`src/rtl/dmem_port_arbiter.sv`:
```
// Data-memory port arbiter: CPU vs debug loader, byte-lane write
// enables, and tagged one-cycle read return.
module dmem_port_arbiter #(
   parameter int MAX_WAIT = 8,
   parameter int LOCK_MAX = 16,
   parameter int CNT_W    = 5
) (
   input  logic        clk,
   input  logic        rst,
   input  logic        cpu_req,
   input  logic [31:0] cpu_addr,
   input  logic [31:0] cpu_din,
   input  logic [2:0]  cpu_store,
   output logic        cpu_gnt,
   output logic        cpu_rvalid,
   output logic [31:0] cpu_rdata,
   input  logic        dbg_req,
   input  logic        dbg_lock,
   input  logic [31:0] dbg_addr,
   input  logic [31:0] dbg_din,
   input  logic [2:0]  dbg_store,
   output logic        dbg_gnt,
   output logic        dbg_rvalid,
   output logic [31:0] dbg_rdata,
   output logic        mem_en,
   output logic [31:0] mem_addr,
   output logic [31:0] mem_din,
   output logic [2:0]  mem_storecntrl,
   output logic [3:0]  mem_wen,
   input  logic [31:0] mem_dout
);

   localparam logic [CNT_W-1:0] C_MAX_WAIT = CNT_W'(MAX_WAIT);
   localparam logic [CNT_W-1:0] C_LOCK_MAX = CNT_W'(LOCK_MAX);

   logic [CNT_W-1:0] r_wait_cnt;
   logic [CNT_W-1:0] r_lock_cnt;
   logic             r_lock;
   logic             r_pend;
   logic             r_owner;

   logic             w_both;
   logic             w_lock_ok;
   logic             w_forced;
   logic             w_dbg_win;
   logic             w_cpu_gnt;
   logic             w_dbg_gnt;
   logic             w_is_read;
   logic [CNT_W-1:0] w_wait_nxt;
   logic [CNT_W-1:0] w_lock_cnt_nxt;
   logic             w_lock_nxt;

   // Grant decision: CPU priority, bounded debug lock, starvation override
   always_comb begin
      w_both    = cpu_req & dbg_req;
      w_lock_ok = r_lock & (r_lock_cnt < C_LOCK_MAX);
      w_forced  = w_both & r_lock & ~w_lock_ok;
      w_dbg_win = w_both &
                  (w_lock_ok | (~r_lock & (r_wait_cnt == C_MAX_WAIT)));
      w_dbg_gnt = ~rst & dbg_req & (~cpu_req | w_dbg_win);
      w_cpu_gnt = ~rst & cpu_req & ~(dbg_req & w_dbg_win);
   end

   assign cpu_gnt = w_cpu_gnt;
   assign dbg_gnt = w_dbg_gnt;
   assign mem_en  = w_cpu_gnt | w_dbg_gnt;

   // Route the winner's address, data and store code onto the port
   always_comb begin
      mem_addr       = '0;
      mem_din        = '0;
      mem_storecntrl = '0;
      if (w_cpu_gnt) begin
         mem_addr       = cpu_addr;
         mem_din        = cpu_din;
         mem_storecntrl = cpu_store;
      end else if (w_dbg_gnt) begin
         mem_addr       = dbg_addr;
         mem_din        = dbg_din;
         mem_storecntrl = dbg_store;
      end
   end

   // Byte-bank write enables from store size and address alignment
   always_comb begin
      mem_wen   = 4'b0000;
      w_is_read = 1'b1;
      unique case (mem_storecntrl)
         3'b001: begin
            w_is_read = 1'b0;
            mem_wen   = 4'b0001 << mem_addr[1:0];
         end
         3'b010: begin
            w_is_read = 1'b0;
            unique case (mem_addr[1:0])
               2'b00: mem_wen = 4'b0011;
               2'b01: mem_wen = 4'b0110;
               2'b10: mem_wen = 4'b1100;
               2'b11: mem_wen = 4'b1001;
            endcase
         end
         3'b100: begin
            w_is_read = 1'b0;
            mem_wen   = 4'b1111;
         end
         default: begin
            w_is_read = 1'b1;
            mem_wen   = 4'b0000;
         end
      endcase
      if (!mem_en) begin
         mem_wen = 4'b0000;
      end
   end

   // Next values of the starvation counter and the debug lock
   always_comb begin
      w_wait_nxt     = r_wait_cnt;
      w_lock_nxt     = r_lock;
      w_lock_cnt_nxt = r_lock_cnt;
      if (!dbg_req || w_dbg_gnt) begin
         w_wait_nxt = '0;
      end else if (r_wait_cnt != C_MAX_WAIT) begin
         w_wait_nxt = r_wait_cnt + 1'b1;
      end
      if (w_dbg_gnt) begin
         w_lock_nxt = dbg_lock;
      end else if (!dbg_req) begin
         w_lock_nxt = 1'b0;
      end else if (w_cpu_gnt && w_forced) begin
         w_lock_nxt = 1'b0;
      end
      if (!w_lock_nxt) begin
         w_lock_cnt_nxt = '0;
      end else if (w_dbg_gnt && dbg_lock &&
                   (r_lock_cnt != C_LOCK_MAX)) begin
         w_lock_cnt_nxt = r_lock_cnt + 1'b1;
      end
   end

   // Arbitration state and pending read tag
   always_ff @(posedge clk) begin
      if (rst) begin
         r_wait_cnt <= '0;
         r_lock_cnt <= '0;
         r_lock     <= 1'b0;
         r_pend     <= 1'b0;
         r_owner    <= 1'b0;
      end else begin
         r_wait_cnt <= w_wait_nxt;
         r_lock_cnt <= w_lock_cnt_nxt;
         r_lock     <= w_lock_nxt;
         r_pend     <= mem_en & w_is_read;
         r_owner    <= w_dbg_gnt;
      end
   end

   // Return read data to the requester that owned the access
   always_comb begin
      cpu_rvalid = r_pend & ~r_owner & ~rst;
      dbg_rvalid = r_pend & r_owner & ~rst;
      cpu_rdata  = cpu_rvalid ? mem_dout : 32'h0;
      dbg_rdata  = dbg_rvalid ? mem_dout : 32'h0;
   end

endmodule

```
`config.mk`:
```
export PLATFORM = sky130hd
export DESIGN_NAME = dmem_port_arbiter
export DESIGN_NICKNAME = d
export VERILOG_FILES = /design/src/rtl/dmem_port_arbiter.sv
export SDC_FILE = /design/constraint.sdc
export NUM_CORES = 1
export LEC_CHECK = 0
export ABC_AREA = 1
export CORE_AREA = 3 3 119 121
export CTS_CLUSTER_DIAMETER = 200
export DETAILED_ROUTE_END_ITERATION = 10
export DIE_AREA = 0 0 122 124
export HOLD_SLACK_MARGIN = 0.15
export SYNTH_ARGS = -nofsm -noshare
export SYNTH_HDL_FRONTEND = slang
export SYNTH_SLANG_ARGS = --single-unit
```
`constraint.sdc`:
```
create_clock -name clk -period 3.3 [get_ports clk]
set_input_delay 0.66 -clock clk [delete_from_list [all_inputs] [get_ports clk]]
set_output_delay 0.66 -clock clk [all_outputs]
set_load 0.03 [all_outputs]
```
* Word-level counts from Yosys, hierarchy flattened *
Index checks and enable logic that the tools add are counted.

storage, ports and cells
  register bits = 13
  bits of input ports = 171
  output and inout bits = 140

operators by class
  add/sub/neg operators = 2
  $lt $le $gt $ge = 1
  equality and inequality tests = 9
  shifts and indexed selects = 1
  multiplexer cells = 15
  bitwise logic cells = 26
  reduce and logical (&&, ||, !) cells = 9

operator list
  cell                 number
  $mux 32              6
  $and 1x1->1          16
  $pmux 4 s4           1
  $pmux 4 s3           1
  $add 5x1->5 const B  2
  $not 1->1            7
  $mux 3               2
  $eq 5x4->1 const B   1
  $lt 5x5->1 const B   1
  $ne 5x4->1 const B   1
  $ne 5x5->1 const B   1
  $eq 2x2->1 const B   2
  $mux 1               4
  $mux 4               1
  $reduce_or 2->1      2
  $shl 1x2->4 const A  1
  $eq 3x1->1 const B   1
  $eq 3x2->1 const B   1
  $eq 3x3->1 const B   1
  $logic_and 1x1->1    3
  $or 1x1->1           3
  $reduce_or 3->1      1
  $eq 2x1->1 const B   1
  $logic_not 2->1      1
  2 further kinds      2

* Depth between registers and ports, before layout *
Gate-level depths: netlist (run 1).

  depth after elaboration = 13
  gate-level depth with buffers = 16

* Worst setup path before layout (run 1) *
Ideal clock, no wire load.

  path type = in2out
  start point = input cpu_req
  end point = output mem_wen[2]
  data arrival time = 2.288 ns
  setup slack = 0.352 ns
  stages = 12
  path through = nand2_1 > clkinv_1 > nand3_4 > nand2_2 > inv_2 > buf_6 > nand2_1 > o21a_1 > inv_1 > ha_1 > nand3b_1 > nand3_1

between the ends
  word-level cells in the longest chain between the ends = 10

ends and longest elaborated chain
  what                                       RTL line  text
  from (decl)                                10        input logic cpu_req,
  $and 1x1->1                                55        w_both = cpu_req & dbg_req;
  $and 1x1->1                                58        w_dbg_win = w_both &
  $or 1x1->1 or $and 1x1->1 (tied branches)  60, 61
  $and 1x1->1 or $not 1->1 (tied branches)   60, 61
  $mux 32 or $and 1x1->1 (tied branches)     77, 61
  $mux 32 *                                  73        if (w_cpu_gnt) begin
  via mem_addr[0]                            26        output logic [31:0] mem_addr,
  $eq 2x2->1, or another cell as far along   95        unique case (mem_addr[1:0])
  $pmux 4 s4                                 95
  $pmux 4 s3 *                               88        unique case (mem_storecntrl)
  $mux 4 *                                   111       if (!mem_en) begin
  to (decl)                                  29        output logic [3:0] mem_wen,

Mark *: on every way through the listed nets, which the timed path passes. The rest lies on a longest branch.

* Worst setup path after layout (run 1) *
  start point = input rst
  end point = output mem_wen[2]

between the ends
  word-level cells in the longest chain between the ends = 9

ends and longest elaborated chain
  what                                      RTL line  text
  from (decl)                               9         input logic rst,
  $not 1->1 *                               60, 61
  $and 1x1->1 (2 in a row)                  60        w_dbg_gnt = ~rst & dbg_req & (~cpu_req | w_dbg_win);
  $mux 32                                   77        end else if (w_dbg_gnt) begin
  $mux 32                                   73
  $eq 2x2->1, or another cell as far along  95
  $pmux 4 s4                                95
  $pmux 4 s3                                88
  $mux 4 *                                  111

Every way passes the cells marked *; elsewhere a longest branch is shown, timed or not.

==> out/summary.txt, run 1 <==
Syn_nets: 487
Element type at the critical path start: primary input
Reg-to-reg slack, setup: 1.29 ns
Measured slew at the worst slew-check pin: 0.442 ns
Setup violators final: 0
Ranking of synthesized cells by area: a22o_1, nor2_1, dfxtp_1
Critical-path cell list: clkdlybuf4s50_1 -> nor2_4 -> nand2_4 -> inv_4 -> nand2_1 -> o21a_1 -> inv_1 -> ha_1 -> nand3b_1 -> nand3_1 -> buf_6
Sequential-to-total area share from yosys stat: 0.130
Synthesized flop and latch total: 13
Most area-hungry cell type in the Yosys netlist: a22o_1
Worst-Skew Late Latency: 0.24 ns
Area of the mapped netlist: 2000 sq um
Startpoint of the most critical register-to-register path: r_wait_cnt[0]$_SDFFE_PP0P_
Starting Density: 0.152
Max-cap violations: 0
Worst reg2reg path depth: 16
Setup crit end kind: primary output
Initial antenna violation count: 4
Min-delay src: r_wait_cnt[4]$_SDFFE_PP0P_
Power consumption: 1.11 mW
Hold/Removal Path Class: reg -> reg
Max IR drop VDD: 153 uV
Area growth syn-to-layout: 165%
Nets: 793
Half-perimeter wire length after placement: 12.3 mm
Ratio of cells with drive above 1 in the final layout: 0.289
Remaining global-route overflow: 0
Bufs on Longest Clock Path: 2
Hold Path Stages: 2
Maximum clock rate: 321 MHz
Cell at the root of the clock tree: clkbuf_16
First-iteration detailed-routing DRC count: 180
Largest net degree at the start of global routing: 68
Most frequently used flop master after synthesis: dfxtp_1
Via count of the first global-routing pass: 3139
Worst Path Max Fanout: 4
Count of buffering cells on the critical path with inverters included: 4
Final critical-path share of the clock period: 0.944
PortBufs: 310
Average via count per standard cell: 4.20
DRC viols: 0
Diodes inserted: 0
WL per Instance: 18.0 microns
Distinct cell type count after synthesis: 28
Cell at the slowest stage of the critical path: clkdlybuf4s50_1
Wire length of the first global-routing pass: 18.1 mm
Via count of the routed design: 3312
Post-synth top area share: 0.272
Run status: finished, final reports clean
Synth warnings: 0
Core region area: 13200 sq um
Power per standard cell area: 210 nW/um^2
Crit path max-delay family: buffers and inverters
Clk sinks: 13
Required time at the endpoint of the critical path: 2.64 ns
Horizontal extent of the die: 122 microns
Number of CTS-inserted buffers: 3
Endpoint of the lowest-slack register-to-register path: r_pend$_SDFF_PP0_
Clock-pin slew of the registers on the worst-case setup and hold paths: 0.04 ns
Minimum clock period after layout: 3.12 ns
FP Rows: 42
Standby leakage power: 2.57 nW
Max transition margin: 0.703
Fin Hold WS: 0.489 ns
First-pass iteration count of the detailed router: 6
Final-report max-slew violation count: 0
Kind of critical path: in -> out
Peak per-stage delay on the critical path: 0.51 ns
Die Ht: 124 microns
Post-synthesis average cell area: 6.49 sq um
Post-synthesis cell count: 308
Final Hold Vio Count: 0
DRT Wirelength: 14.2 mm
Combined global-route utilization of all metal layers: 0.157
Hold bufs inserted after CTS: 0
Sum of negative setup slack: 0 ns
Most common cell in the netlist: nor2_1
Worst Skew: 0.00117 ns
Final ANT Viol Nets: 0
Setup repair after global routing missed its margin: no
H-tree lvl count: 1
Worst hold path endpoint: r_wait_cnt[4]$_SDFFE_PP0P_
CTS tree: built
Die area: 15100 sq um
Number of top-level pins: 311
Routability congestion estimate: 0.837
Post-synth top cells: nor2_1, a22o_1, inv_1
Arrival time at the worst endpoint: 2.46 ns
Fraction of synthesis flops using an asynchronous set or reset pin: 0
EDFF count, synth: 0
## per-stage QoR
stage          setup WS [ns]  utilization  area, sq um  cells
6_report               0.184        0.402         5310    789
5_1_grt               0.0443        0.402         5310    789
4_1_cts               0.0768        0.398         5250    787
3_5_place_dp          0.0927        0.392         5170    783
3_3_place_gp           0.133        0.392         5170    783
2_1_floorplan          0.352            -         2000    308
## how the worst max path moves through the flow
stage,startpoint,to,slack (ns),depth (start not counted)
6_report,rst,mem_wen[2],0.18,11
5_1_grt,rst,mem_wen[2],0.04,11
4_1_cts,cpu_req,mem_wen[2],0.08,13
3_5_place_dp,cpu_req,mem_wen[2],0.09,13
3_3_place_gp,dbg_req,mem_wen[2],0.13,13
2_1_floorplan,cpu_req,mem_wen[2],0.35,12
## flip-flops by register name, summed over array words and instances, names as in the netlist
register,cells
r_owner,1
r_lock,1
r_wait_cnt,5
r_lock_cnt,5
r_pend,1
## power by group
group	total, mW	internal (mW)	switching [mW]
sequential	0.162	0.161	0.00143
clock	0.228	0.163	0.0653
combinational	0.723	0.374	0.349
total	1.11	0.697	0.416
## worst register-to-register path, stage by stage, from the launching register on
cell and delay, ns:
dfxtp_1 0.37, inv_1 0.08, ha_1 0.20, nand2_1 0.08
inv_2 0.03, nand2_2 0.08, nand2_2 0.07, nand3_4 0.09
nand2_4 0.07, inv_4 0.10, buf_12 0.20, nand2_1 0.10
nand2_2 0.16, nor2_4 0.06, nand2_1 0.06, nand3_1 0.10
nor2_1 0.10
## layout make-up
type | instances | area (sq um)
Tap cell | 176 | 220
Timing Repair Buffer | 320 | 3120
Clock buffer | 4 | 78.8
Sequential cell | 13 | 260
Multi-Input combinational cell | 218 | 1400
Inverter | 58 | 220
Fill cell | 1340 | 7890
## routing by layer
| layer | wire (microns) | share of wire | vias up | track usage |
|---|---|---|---|---|
| met4 | 59 | 0.0042 | 8 | 0.0189 |
| met2 | 6790 | 0.48 | 190 | 0.264 |
| met5 | 51 | 0.0036 | - | 0 |
| met3 | 1810 | 0.13 | 14 | 0.0695 |
| li1 | - | - | 1625 | - |
| met1 | 5490 | 0.39 | 1475 | 0.191 |
## layout by cell type, fill, tap and decap left out, types with 4 or more instances in the layout
master,netlist,layout
inv_1,54,53
nor2_1,71,70
nand2_4,4,5
nand3_1,21,21
dfxtp_1,13,13
buf_12,0,21
nand2_1,18,18
clkbuf_16,0,4
nand2_2,7,6
ha_1,8,8
buf_4,6,124
a21oi_1,7,7
a22o_1,62,62
clkdlybuf4s50_1,0,171
## logic make-up after synthesis
kind of cell / count (synthesis) / synth area share
adder cells (fa/ha/maj): 8 / 0.0501
buffers and inverters: 77 / 0.175
AO/OA/AOI/OAI: 71 / 0.299
XOR/XNOR: 4 / 0.0175
AND/OR/NAND/NOR: 135 / 0.328
flip-flops: 13 / 0.130
## what timing repair did
item,CTS,global route
gates resized for setup,0,8
setup endpoints to repair,0,4
setup buffers,0,1
No activity file was read; power rests on OpenSTA's default activity.
==> run 2: changes to the inputs <==
--- a/config.mk
+++ b/config.mk
@@ -11,6 +11,8 @@
 export DETAILED_ROUTE_END_ITERATION = 10
 export DIE_AREA = 0 0 122 124
 export HOLD_SLACK_MARGIN = 0.15
+export PLACE_DENSITY = 0.59
+export SETUP_SLACK_MARGIN = 0.3
 export SYNTH_ARGS = -nofsm -noshare
 export SYNTH_HDL_FRONTEND = slang
 export SYNTH_SLANG_ARGS = --single-unit
==> out/summary.txt, run 2 (synthesized netlist as in run 1, its figures left out) <==
Run status: finished, final reports clean
Standby leakage power: 2.60 nW
Worst-Skew Late Latency: 0.24 ns
Power consumption: 1.11 mW
Measured slew at the worst slew-check pin: 0.415 ns
Via count of the first global-routing pass: 3208
Starting Density: 0.152
Layout Cells excl Fill: 795
Worst Path Max Fanout: 3
Max-cap violations: 0
Critical-path cell list: clkdlybuf4s15_1 -> nand2_1 -> clkinv_1 -> nand3_4 -> nand2_4 -> inv_4 -> nand2_1 -> o21a_1 -> inv_1 -> ha_1 -> nand3b_1 -> nand3_2 -> buf_6
Number of CTS-inserted buffers: 3
Max IR drop VDD: 182 uV
Diodes inserted: 0
Registers with the most flip-flops: r_lock_cnt: 5 flops, r_wait_cnt: 5 flops
Final Hold Vio Count: 0
Half-perimeter wire length after placement: 12.3 mm
Worst Skew: 0.00426 ns
H-tree lvl count: 1
Remaining global-route overflow: 0
Commonest non-fill, non-tap cells in the layout: clkdlybuf4s50_1, buf_4, nor2_1, a22o_1, inv_1
Final ANT Viol Nets: 0
Final critical-path share of the clock period: 0.882
Sum of negative setup slack: 0 ns
Critical path's most frequent cell: nand2_1
Clock-pin slew of the registers on the worst-case setup and hold paths: 0.05 ns
First-pass iteration count of the detailed router: 4
Power per standard cell area: 209 nW/um^2
Setup violators final: 0
Element type at the critical path start: primary input
Minimum clock period after layout: 2.91 ns
Routability congestion estimate: 0.849
Commonest non-fill, non-tap cell in the layout: clkdlybuf4s50_1
Core region area: 13200 sq um
Startpoint of the most critical register-to-register path: r_wait_cnt[0]$_SDFFE_PP0P_
Initial antenna violation count: 6
FP Rows: 42
Via count of the routed design: 3336
Hold/Removal Path Class: reg -> reg
Arrival time at the worst endpoint: 2.25 ns
Required time at the endpoint of the critical path: 2.64 ns
Number of top-level pins: 311
PortBufs: 310
DRC viols: 0
Horizontal extent of the die: 122 microns
Fin Hold WS: 0.478 ns
Area growth syn-to-layout: 167%
Clk sinks: 13
Worst setup path startpoint: dbg_req
Total instance count after detailed placement: 788
Bufs on Longest Clock Path: 2
Kind of critical path: in -> out
Final-report max-slew violation count: 0
WL per Instance: 18.0 microns
Nets: 799
Max transition margin: 0.721
Wire length of the first global-routing pass: 19.0 mm
Ratio of cells with drive above 1 in the final layout: 0.300
CTS tree: built
Cell at the root of the clock tree: clkbuf_16
Setup crit end kind: primary output
Combined global-route utilization of all metal layers: 0.165
Hold bufs inserted after CTS: 0
Cell at the slowest stage of the critical path: ha_1
First-iteration detailed-routing DRC count: 145
Setup repair after global routing missed its margin: yes
Die Ht: 124 microns
Worst reg2reg path depth: 13
Average via count per standard cell: 4.20
Peak per-stage delay on the critical path: 0.29 ns
DRT Wirelength: 14.3 mm
Die area: 15100 sq um
Hold Path Stages: 2
Largest net degree at the start of global routing: 35
Maximum clock rate: 343 MHz
Min-delay src: r_wait_cnt[4]$_SDFFE_PP0P_
run 2: changes by cell type in the layout (fill, tap and decap cells not counted), sizes merged:
cell / change
buf: +5
dlygate4sd2: +2
bufbuf: +1
clkbuf: -1
clkdlybuf4s15: +1
clkdlybuf4s50: -1
dlymetal6s2s: -1
run 2: worst paths after layout:
path	end	slack, ns
worst max-delay path	mem_wen[2]	0.39
worst min-delay path	r_wait_cnt[4]$_SDFFE_PP0P_	0.48
worst max register to register	r_wait_cnt[0]$_SDFFE_PP0P_	1.34
worst min register to register	r_wait_cnt[4]$_SDFFE_PP0P_	0.48
run 2: layout make-up:
| cell class | count | area (sq um) |
|---|---|---|
| Clock buffer | 4 | 78.8 |
| Fill cell | 1327 | 7850 |
| Inverter | 58 | 220 |
| Multi-Input combinational cell | 218 | 1410 |
| Sequential cell | 13 | 263 |
| Tap cell | 176 | 220 |
| Timing Repair Buffer | 326 | 3150 |
run 2: layer usage:
metal / track usage / up-vias / routed length, microns
met5: 0 / - / 77
met2: 0.266 / 198 / 6590
met4: 0.0133 / 12 / 58
met1: 0.208 / 1470 / 5730
met3: 0.0808 / 17 / 1900
li1: - / 1639 / -
run 2: report_power, final:
part           switching [mW]  total [mW]  internal (mW)
logic                   0.350       0.725          0.376
registers             0.00156       0.162          0.161
clock network          0.0646       0.227          0.163
run 2: timing repair:
item                       CTS  global route
setup buffers                1             1
setup endpoints to repair   75             5
gates resized for setup      7             8
cloned                       1             0
pin swaps                    0             1
run 2: critical path: cells and delay by family:
| kind | cells | cell delay [ns] |
|---|---|---|
| adder cells (fa/ha/maj) | 1 | 0.29 |
| AND/OR/NAND/NOR | 6 | 0.59 |
| AO/OA/AOI/OAI | 1 | 0.13 |
| buffers and inverters | 5 | 0.57 |
run 2: through the flow:
step | setup slack [ns] | cell area, sq um | utilization
global placement | 0.0685 | 5180 | 0.393
floorplan | 0.352 | 2000 | -
finish | 0.388 | 5340 | 0.405
CTS | 0.327 | 5310 | 0.403
detailed placement | 0.0297 | 5180 | 0.393
global route | 0.275 | 5340 | 0.405
==> run 3: changes to the inputs <==
--- a/config.mk
+++ b/config.mk
@@ -10,6 +10,7 @@
 export CTS_CLUSTER_DIAMETER = 200
 export DETAILED_ROUTE_END_ITERATION = 10
 export DIE_AREA = 0 0 122 124
+export GPL_TIMING_DRIVEN = 0
 export HOLD_SLACK_MARGIN = 0.15
 export PLACE_DENSITY = 0.59
 export SETUP_SLACK_MARGIN = 0.3
==> out/summary.txt, run 3 (synthesized netlist as in run 1, its figures left out) <==
Run status: finished, final reports clean
Number of CTS-inserted buffers: 3
Ratio of cells with drive above 1 in the final layout: 0.210
Setup crit end kind: primary output
Largest net degree at the start of global routing: 11
Core region area: 13200 sq um
Average via count per standard cell: 4.28
Minimum clock period after layout: 2.98 ns
Via count of the routed design: 3465
Util after Layout: 0.419
Bufs on Longest Clock Path: 2
H-tree lvl count: 1
Peak per-stage delay on the critical path: 0.25 ns
Nets: 813
Combined global-route utilization of all metal layers: 0.173
Final ANT Viol Nets: 0
Hold bufs inserted after CTS: 0
Standby leakage power: 2.69 nW
Cell at the root of the clock tree: clkbuf_16
Clock-pin slew of the registers on the worst-case setup and hold paths: 0.04 ns
Remaining global-route overflow: 0
Measured slew at the worst slew-check pin: 0.460 ns
Via count of the first global-routing pass: 3475
Routability congestion estimate: 0.823
Worst Path Max Fanout: 5
WL per Instance: 18.6 microns
Wire length of the first global-routing pass: 19.9 mm
Max-cap violations: 0
Registers with the most flip-flops: r_lock_cnt: 5 flops, r_wait_cnt: 5 flops
DRT Wirelength: 15.1 mm
PortBufs: 310
Commonest non-fill, non-tap cells in the layout: clkdlybuf4s50_1, nor2_1, a22o_1, dlygate4sd2_1, inv_1
Fin Hold WS: 0.479 ns
Setup repair after global routing missed its margin: yes
Worst Skew: 0.00129 ns
Hold/Removal Path Class: reg -> reg
Commonest non-fill, non-tap cell in the layout: clkdlybuf4s50_1
Final Hold Vio Count: 0
Kind of critical path: in -> out
DRC viols: 0
Worst-Skew Late Latency: 0.24 ns
Initial antenna violation count: 5
First-iteration detailed-routing DRC count: 129
Max IR drop VDD: 152 uV
Maximum clock rate: 336 MHz
Element type at the critical path start: primary input
Final critical-path share of the clock period: 0.903
Required time at the endpoint of the critical path: 2.64 ns
First-pass iteration count of the detailed router: 4
Die Ht: 124 microns
Area growth syn-to-layout: 176%
Power per standard cell area: 198 nW/um^2
Max transition margin: 0.693
CTS tree: built
Final cell area excluding filler cells: 5530 sq um
FP Rows: 42
Critical-path cell list: clkdlybuf4s15_2 -> nand2_2 -> inv_2 -> nand3_4 -> nand2_4 -> inv_6 -> buf_12 -> nand2_2 -> o21a_1 -> inv_2 -> ha_4 -> nand3b_1 -> nand3_2 -> buf_6
Count of buffering cells on the critical path with inverters included: 6
Setup violators final: 0
Final-report max-slew violation count: 0
Clk sinks: 13
Number of top-level pins: 311
Starting Density: 0.152
Crit path max-delay family: buffers and inverters
Standard cell area after detailed placement: 5320 sq um
Arrival time at the worst endpoint: 2.32 ns
Cell at the slowest stage of the critical path: ha_4
Half-perimeter wire length after placement: 13.1 mm
Horizontal extent of the die: 122 microns
Die area: 15100 sq um
[run 3: cell count changes in the layout (fill, tap and decap cells not counted), moves of 3 or more]
cell,before,now
clkdlybuf4s15_1,1,10
buf_4,131,15
clkdlybuf4s15_2,0,45
dlygate4sd2_1,2,60
buf_6,1,6
clkbuf_2,0,14
inv_2,4,7
clkdlybuf4s50_1,170,175
inv_1,52,49
clkbuf_1,1,7
buf_12,19,3
buf_2,0,4
[run 3: repair_timing]
item / CTS / global route
pin swaps: 1 / 5
setup endpoints to repair: 140 / 134
buffers inserted: 3 / 8
gates resized for setup: 274 / 41
[run 3: per-layer routing]
layer  global-route usage  part of all wire
met5                    0            0.0043
met3               0.0822              0.14
met1                0.204              0.38
met4               0.0203            0.0076
met2                0.295              0.47
[run 3: power breakdown]
| part | internal [mW] | leakage [nW] | switching [mW] | total [mW] |
|---|---|---|---|---|
| clock | 0.163 | 0.0382 | 0.0649 | 0.228 |
| sequential | 0.161 | 0.106 | 0.00160 | 0.162 |
| combinational | 0.350 | 2.54 | 0.355 | 0.705 |
| total | 0.674 | 2.69 | 0.421 | 1.10 |
[run 3: layout make-up]
| type | instances | area, sq um |
|---|---|---|
| fillers | 1407 | 7660 |
| multi-input cells | 218 | 1470 |
| flip-flops and latches | 13 | 263 |
| inverters | 58 | 225 |
| clock buffers | 4 | 78.8 |
| diodes | 1 | 2.50 |
| plain buffers | 19 | 143 |
| well taps | 176 | 220 |
| repair buffers | 321 | 3120 |
[run 3: worst reg2reg max path: cells and delay by family (launching register included)]
family                     cells  cell delay [ns]
and+or+nand+nor               11             0.89
DFF                            1             0.35
buffers and inverters          3             0.24
adders and majority gates      1             0.14
[run 3: path summary, 6_finish.rpt]
kind | startpoint | endpoint | slack, ns | cells after the start
worst max register to register | r_wait_cnt[0]$_SDFFE_PP0P_ | r_pend$_SDFF_PP0_ | 1.55 | 15
worst min-delay path | r_wait_cnt[4]$_SDFFE_PP0P_ | r_wait_cnt[4]$_SDFFE_PP0P_ | 0.48 | 2
worst max-delay path | dbg_req | mem_wen[2] | 0.32 | 14
worst min register to register | r_wait_cnt[4]$_SDFFE_PP0P_ | r_wait_cnt[4]$_SDFFE_PP0P_ | 0.48 | 2
[run 3: per-stage QoR]
stage | worst slack [ns] | setup TNS [ns] | total power, mW | cells
finish | 0.321 | 0 | 1.10 | 810
global route | 0.207 | 0 | 1.15 | 809
CTS | 0.219 | 0 | 1.09 | 801
detailed placement | -0.708 | -38.84 | 0.881 | 794
global placement | -0.688 | -34.90 | 0.877 | 794
floorplan | 0.352 | 0 | 0.475 | 308
